File: src/rtl/toggle_rx_mac.sv
// toggle_rx_mac: clk_B-side receiver for a toggle-handshake operand bus.
// Each transition of the synchronized request toggle accepts one (a_in, b_in)
// pair. The pair is multiplied, and the product is accumulated with saturation
// over frame_len pairs. One acknowledge toggle is returned per accepted pair.
//
// Ports:
//   clk_B      receive-domain clock
//   rst_n      asynchronous active-low reset
//   req_sync   synchronized request toggle; each edge announces one new pair
//   a_in,b_in  bundled operands; stable while the request is outstanding
//   frame_len  pairs per result, sampled on the first pair of a frame (0 -> 1)
//   ack_tgl    acknowledge toggle, flips once per accepted pair
//   acc_out    last frame result, held until the next frame completes
//   acc_valid  one-cycle pulse when acc_out updates
//   acc_sat    set with acc_out if any saturation occurred in that frame
//   busy       high while a pair is being multiplied/accumulated
module toggle_rx_mac #(
  parameter int unsigned DATA_W = 8,
  parameter int unsigned ACC_W  = 20,
  parameter int unsigned CNT_W  = 4
) (
  input  logic              clk_B,
  input  logic              rst_n,
  input  logic              req_sync,
  input  logic [DATA_W-1:0] a_in,
  input  logic [DATA_W-1:0] b_in,
  input  logic [CNT_W-1:0]  frame_len,
  output logic              ack_tgl,
  output logic [ACC_W-1:0]  acc_out,
  output logic              acc_valid,
  output logic              acc_sat,
  output logic              busy
);

  localparam int unsigned PROD_W = 2 * DATA_W;
  localparam int unsigned SUM_W  = ACC_W + 1;

  typedef enum logic [1:0] {
    S_IDLE = 2'd0,
    S_MUL  = 2'd1,
    S_ACC  = 2'd2
  } state_e;

  state_e              state_q, state_d;
  logic                req_last_q, req_last_d;
  logic [DATA_W-1:0]   a_q, a_d;
  logic [DATA_W-1:0]   b_q, b_d;
  logic [PROD_W-1:0]   prod_q, prod_d;
  logic [ACC_W-1:0]    acc_q, acc_d;
  logic [CNT_W-1:0]    cnt_q, cnt_d;
  logic                sat_q, sat_d;
  logic [CNT_W-1:0]    len_q, len_d;
  logic                ack_q, ack_d;
  logic [ACC_W-1:0]    out_q, out_d;
  logic                valid_q, valid_d;
  logic                osat_q, osat_d;
  logic                busy_q, busy_d;

  logic [SUM_W-1:0]    sum_c;
  logic                ovf_c;
  logic [ACC_W-1:0]    clamp_c;
  logic                new_req_c;
  logic                last_c;

  // Next-state, datapath and output logic
  always_comb begin
    state_d    = state_q;
    req_last_d = req_last_q;
    a_d        = a_q;
    b_d        = b_q;
    prod_d     = prod_q;
    acc_d      = acc_q;
    cnt_d      = cnt_q;
    sat_d      = sat_q;
    len_d      = len_q;
    ack_d      = ack_q;
    out_d      = out_q;
    valid_d    = 1'b0;
    osat_d     = osat_q;

    // One extra bit on the sum catches overflow before clamping
    sum_c     = {1'b0, acc_q} + SUM_W'(prod_q);
    ovf_c     = sum_c[ACC_W];
    clamp_c   = ovf_c ? '1 : sum_c[ACC_W-1:0];
    // req_last only moves on acceptance, so edges seen while busy stay pending
    new_req_c = (req_sync != req_last_q);
    last_c    = ((cnt_q + CNT_W'(1)) == len_q);

    case (state_q)
      S_IDLE: begin
        if (new_req_c) begin
          a_d        = a_in;
          b_d        = b_in;
          req_last_d = req_sync;
          if (cnt_q == '0) begin
            len_d = (frame_len == '0) ? CNT_W'(1) : frame_len;
          end
          state_d = S_MUL;
        end
      end
      S_MUL: begin
        prod_d  = PROD_W'(a_q) * PROD_W'(b_q);
        state_d = S_ACC;
      end
      S_ACC: begin
        ack_d = ~ack_q;
        if (last_c) begin
          out_d   = clamp_c;
          osat_d  = sat_q | ovf_c;
          valid_d = 1'b1;
          acc_d   = '0;
          cnt_d   = '0;
          sat_d   = 1'b0;
        end else begin
          acc_d = clamp_c;
          cnt_d = cnt_q + CNT_W'(1);
          sat_d = sat_q | ovf_c;
        end
        state_d = S_IDLE;
      end
      default: state_d = S_IDLE;
    endcase

    busy_d = (state_d != S_IDLE);
  end

  // State and datapath registers
  always_ff @(posedge clk_B or negedge rst_n) begin
    if (!rst_n) begin
      state_q    <= S_IDLE;
      req_last_q <= 1'b0;
      a_q        <= '0;
      b_q        <= '0;
      prod_q     <= '0;
      acc_q      <= '0;
      cnt_q      <= '0;
      sat_q      <= 1'b0;
      len_q      <= '0;
      ack_q      <= 1'b0;
      out_q      <= '0;
      valid_q    <= 1'b0;
      osat_q     <= 1'b0;
      busy_q     <= 1'b0;
    end else begin
      state_q    <= state_d;
      req_last_q <= req_last_d;
      a_q        <= a_d;
      b_q        <= b_d;
      prod_q     <= prod_d;
      acc_q      <= acc_d;
      cnt_q      <= cnt_d;
      sat_q      <= sat_d;
      len_q      <= len_d;
      ack_q      <= ack_d;
      out_q      <= out_d;
      valid_q    <= valid_d;
      osat_q     <= osat_d;
      busy_q     <= busy_d;
    end
  end

  assign ack_tgl   = ack_q;
  assign acc_out   = out_q;
  assign acc_valid = valid_q;
  assign acc_sat   = osat_q;
  assign busy      = busy_q;

endmodule

File: config.mk
export PLATFORM = sky130hd
export DESIGN_NAME = toggle_rx_mac
export DESIGN_NICKNAME = d
export VERILOG_FILES = /design/src/rtl/toggle_rx_mac.sv
export SDC_FILE = /design/constraint.sdc
export NUM_CORES = 1
export LEC_CHECK = 0
export ABC_AREA = 1
export CORE_ASPECT_RATIO = 1.2
export CORE_UTILIZATION = 50
export DETAILED_ROUTE_END_ITERATION = 12
export PLACE_DENSITY = 0.84
export SYNTH_ARGS = -nofsm -noshare
export SYNTH_HDL_FRONTEND = slang
export SYNTH_SLANG_ARGS = --single-unit
export TNS_END_PERCENT = 100
File: constraint.sdc
create_clock -name clk_B -period 4.1 [get_ports clk_B]
set_input_delay 1.025 -clock clk_B [delete_from_list [all_inputs] [get_ports clk_B]]
set_output_delay 1.025 -clock clk_B [all_outputs]
set_load 0.05 [all_outputs]
* Yosys cells after proc, flatten, opt, wreduce, memory -nomap -nowiden
Index checks and enable logic that the tools add are counted.
Word-level totals: register bits 88, input bits 23, word-level logic and storage cells 39
Cells by class: $add $sub $neg 2, $mul 1, eq/ne operators 4, mux-type cells 9, bitwise logic cells 2, reduce and logical (&&, ||, !) cells 7
Operators by type and width (number):
- $mux W20 | 2
- $add A20 B16 Y21 | 1
- $mul A8 B8 Y16 | 1
- $logic_not A4 Y1 | 2
- $mux W4 | 2
- $add A4 B1 Y4 const B | 1
- $eq A4 B4 Y1 | 1
- $pmux W2 S2 | 1
- $reduce_and A2 Y1 | 2
- $mux W1 | 3
- $reduce_and A3 Y1 | 1
- $eq A2 B1 Y1 const B | 1
- $eq A2 B2 Y1 const B | 1
- $logic_not A2 Y1 | 1
- $mux W2 | 1
- $reduce_bool A2 Y1 | 1
- $ne A1 B1 Y1 | 1
- $not A1 Y1 | 1
- $or A1 B1 Y1 | 1

* Longest topological paths before layout
depth in word-level cells 4, gate-level depth with buffers 19

* Worst setup path after synthesis
OpenSTA, ideal clock, no wires.
kind register to register, start register a_q[0], end register prod_q[9], data arrival time 3926 ps, required time 4018 ps, setup slack 93 ps, cell stages (with the launch flop) 16, buffers on the path 1, period minus slack after synthesis 4007 ps, cells stage by stage dfrtp_1 > clkbuf_1 > nand2_1 > fa_1 > fa_1 > inv_1 > fa_1 > inv_1 > fa_1 > inv_1 > ha_1 > nand2_1 > o21ai_0 > a21oi_1 > or2_2 > a31oi_1
Between the ends: word-level cells in the longest chain between the ends 1
RTL lines:
- start: declaration | line 46 | logic [DATA_W-1:0] a_q, a_d;
- start signal: assignment | line 132 | a_q <= '0;
- start signal: assignment | line 147 | a_q <= a_d;
- $mul A8 B8 Y16 | line 102 | prod_d = PROD_W'(a_q) * PROD_W'(b_q);
- end signal: assignment | line 149 | prod_q <= prod_d;
- end: declaration | line 48 | logic [PROD_W-1:0] prod_q, prod_d;
No other way between the ends. A chain may end at the register's enable or synchronous reset.

* Worst setup path in the final report
start register a_q[4], end register prod_q[9]
The elaborated chain is that of the path after synthesis.

==> impl_metrics.toml <==
[floorplanning]
ios = 47
die_h_um = 132
start_util_pct = 51.0
num_rows = 47
die_area_mm2 = 0.0145
die_w_um = 110
coreArea_mm2 = 0.0138

[clock_network]
root_buffer = "clkbuf_16"
clock_latency_ps = 350
htreeDepth = 3
cts_buffers = 9
cts_hold_buf = 0
cts_tree = "built"
clk_pin_slew_ps = 70
cts_buffer_depth = 2
clock_sinks = 88

[place]
pre_cts_ws_ps = 37.6
dpl.hpwl_um = 12200
place.port_buffers = 46
gp_congestion = 0.942

[outcome]
outcome = "finished clean"

[global_routing]
grt_use_total_pct = 23.1
grt_pass1_wl_um = 26400
grt_max_degree = 47
antenna_found_initial = 0
grt_overflow_total = 0
grt_pass1_vias = 5884

[sta]
worst_pin_slew_ps = 1100
hold_viol = 0
finClkSkew_ps = 6.97
min_period_ps = 3940
setup_viol = 0
worst_slack_ps = 161
period_share_pct = 96.1
max_slew_margin_pct = 26.3
fmax_ghz = 0.254
slew_viol_final = 0

[routing]
routed_wirelength_um = 15700
vias = 6084
wl_per_cell_um = 13.2
drt_iter0_drc = 318
antenna_left = 0
first_pass_iters = 5
via_per_inst = 5.10
route.detailed.drc = 0

[synth]
synthMuxAreaShare_pct = 0
yosys_most_used_dff = "dfrtp_1"
synth_fa_ha_area_share_pct = 20.2
synth.avg_cell_area_um2 = 7.19
synth_nets = 1090
ys_ff_latch = 88
synthArstFlopShare_pct = 100
ys_seq_area_share_pct = 31.4
ys_warn_count = 0
synth-edff-count = 0
ys_types = 35
synth-compound-area-share_pct = 5.12
syn_inst = 976
yosys.area_share.xor_xnor_pct = 2.12
synth_top_family_by_area = "simple AND/OR/NAND/NOR gates"
synth_area_mm2 = 0.00701
synth_simple_gate_area_share_pct = 29.2

[critical_path]
startpoint_type = "flip-flop"
path_cells = "nand2_1 -> inv_1 -> fa_1 -> fa_1 -> fa_1 -> inv_1 -> fa_1 -> inv_1 -> ha_4 -> a21oi_1 -> o21ai_2 -> a21oi_1 -> or2_2 -> a31oi_1"
cp_max_fo = 9
criticalPathCategory = "flip-flop to flip-flop"
crit_slowest_cell = "fa_1"
cp.required_ps = 4330
max_stage_delay_ps = 550
crit_arrival_ps = 4170
cp_common_cell = "fa_1"
end_kind = "flip-flop"

[cells_and_area]
fin_nets = 1131
area_delta_synth_final_pct = 14.2
num-fill-cells = 1234
final_cell_mix = "387 x nand2_1, 181 x inv_1, 80 x dfrtp_1, 50 x ha_1, 45 x clkdlybuf4s50_1"
drive_gt1_share_pct = 6.95
final_common_cell = "nand2_1"
diodes = 0

[hold_path]
hold_path.class = "flip-flop to flip-flop"

[flow_run]
cap_violations = 0
worst paths after layout:
check | startpoint | endpoint | slack (ps) | cells after the start
max | a_q[4] | prod_q[9] | 160 | 14
min | acc_out[8] | acc_out[8] | 470 | 2
max reg2reg | a_q[4] | prod_q[9] | 160 | 14
min reg2reg | acc_out[8] | acc_out[8] | 470 | 2
max in group asynchronous | rst_n | a_q[3] | 2680 | 2
min in group asynchronous | rst_n | acc_q[18] | 680 | 1
flip-flops by register name, summed over array words and instances, names as in the netlist, 2 cells and up:
name / flops
prod_q: 16
acc_q: 20
a_q: 8
b_q: 8
len_q: 4
state_q: 2
acc_out: 20
cnt_q: 4
layout make-up:
cell class	instances	area, µm²	area share [%]
flip-flops and latches	88	2210	27.6
repair buffers	59	556	6.94
well taps	171	214	2.67
clock buffers	10	239	2.98
multi-input cells	674	4020	50.3
clock inverters	6	65.1	0.813
inverters	185	697	8.70
repair_timing:
| action | 4_1_cts | 5_1_grt |
|---|---|---|
| gates resized for setup | 3 | 20 |
| endpoints found under the setup margin | 1 | 8 |
| buffers inserted | 0 | 3 |
cell usage after synthesis (2+ instances only):
library cell  number  area, µm²
nand2_1          388       1460
inv_1            181        679
dfrtp_1           88       2200
ha_1              54        676
nand3_1           39        195
nor2_1            38        143
fa_1              37        741
o21ai_0           27        135
clkbuf_1          22       82.6
a21oi_1           21        105
xnor2_1           13        114
nand4_1            9       56.3
a31oi_1            8       50.1
nor3_1             6       30.0
buf_6              4       45.0
nor2_2             4       25.0
or2_2              4       25.0
xor2_1             4       35.0
nand2_2            3       18.8
o22ai_1            3       18.8
a21o_1             2       15.0
buf_2              2       10.0
inv_2              2       7.51
nand2_4            2       22.5
nand3_2            2       20.0
nand3b_1           2       15.0
o21ai_1            2       10.0
o21ai_2            2       17.5
metal layers:
metal  share of wire (%)  track usage, %  vias up
li1                    -               -     3032
met1                  42            28.1     2850
met2                  51            40.5      158
met3                 3.4            3.86       44
met4                 3.4            8.63        0
met5                   0               0        -
worst max-delay path, delay by kind of cell (launching register included):
kind                     cells  cell delay, ps
flip-flops                   1             470
AND/OR/NAND/NOR              2             250
AO/OA/AOI/OAI                4             600
adder cells (fa/ha/maj)      5            2320
buffers and inverters        3             190
stage by stage:
step / setup TNS (ps) / hold slack [ps] / std cells / cell area, µm² / utilization (%)
2_1_floorplan: 0 / 448 / 976 / 7010 / -
3_3_place_gp: 0 / 452 / 1174 / 7610 / 55.3
3_5_place_dp: 0 / 457 / 1174 / 7610 / 55.3
4_1_cts: 0 / 473 / 1190 / 7920 / 57.6
5_1_grt: -4.87 / 492 / 1193 / 8010 / 58.2
6_report: 0 / 467 / 1193 / 8010 / 58.2
cell families (layout without fill, tap and decap cells):
kind of cell | count (synthesis) | in the layout
simple gates | 500 | 500
fa+ha+maj | 91 | 91
flops | 88 | 88
xor+xnor | 17 | 17
buf+inv | 214 | 260
compound gates | 66 | 66
Power is left out: the tool's default activity adds up to more than one toggle a clock period on the data nets, which glitch-free logic cannot reach.
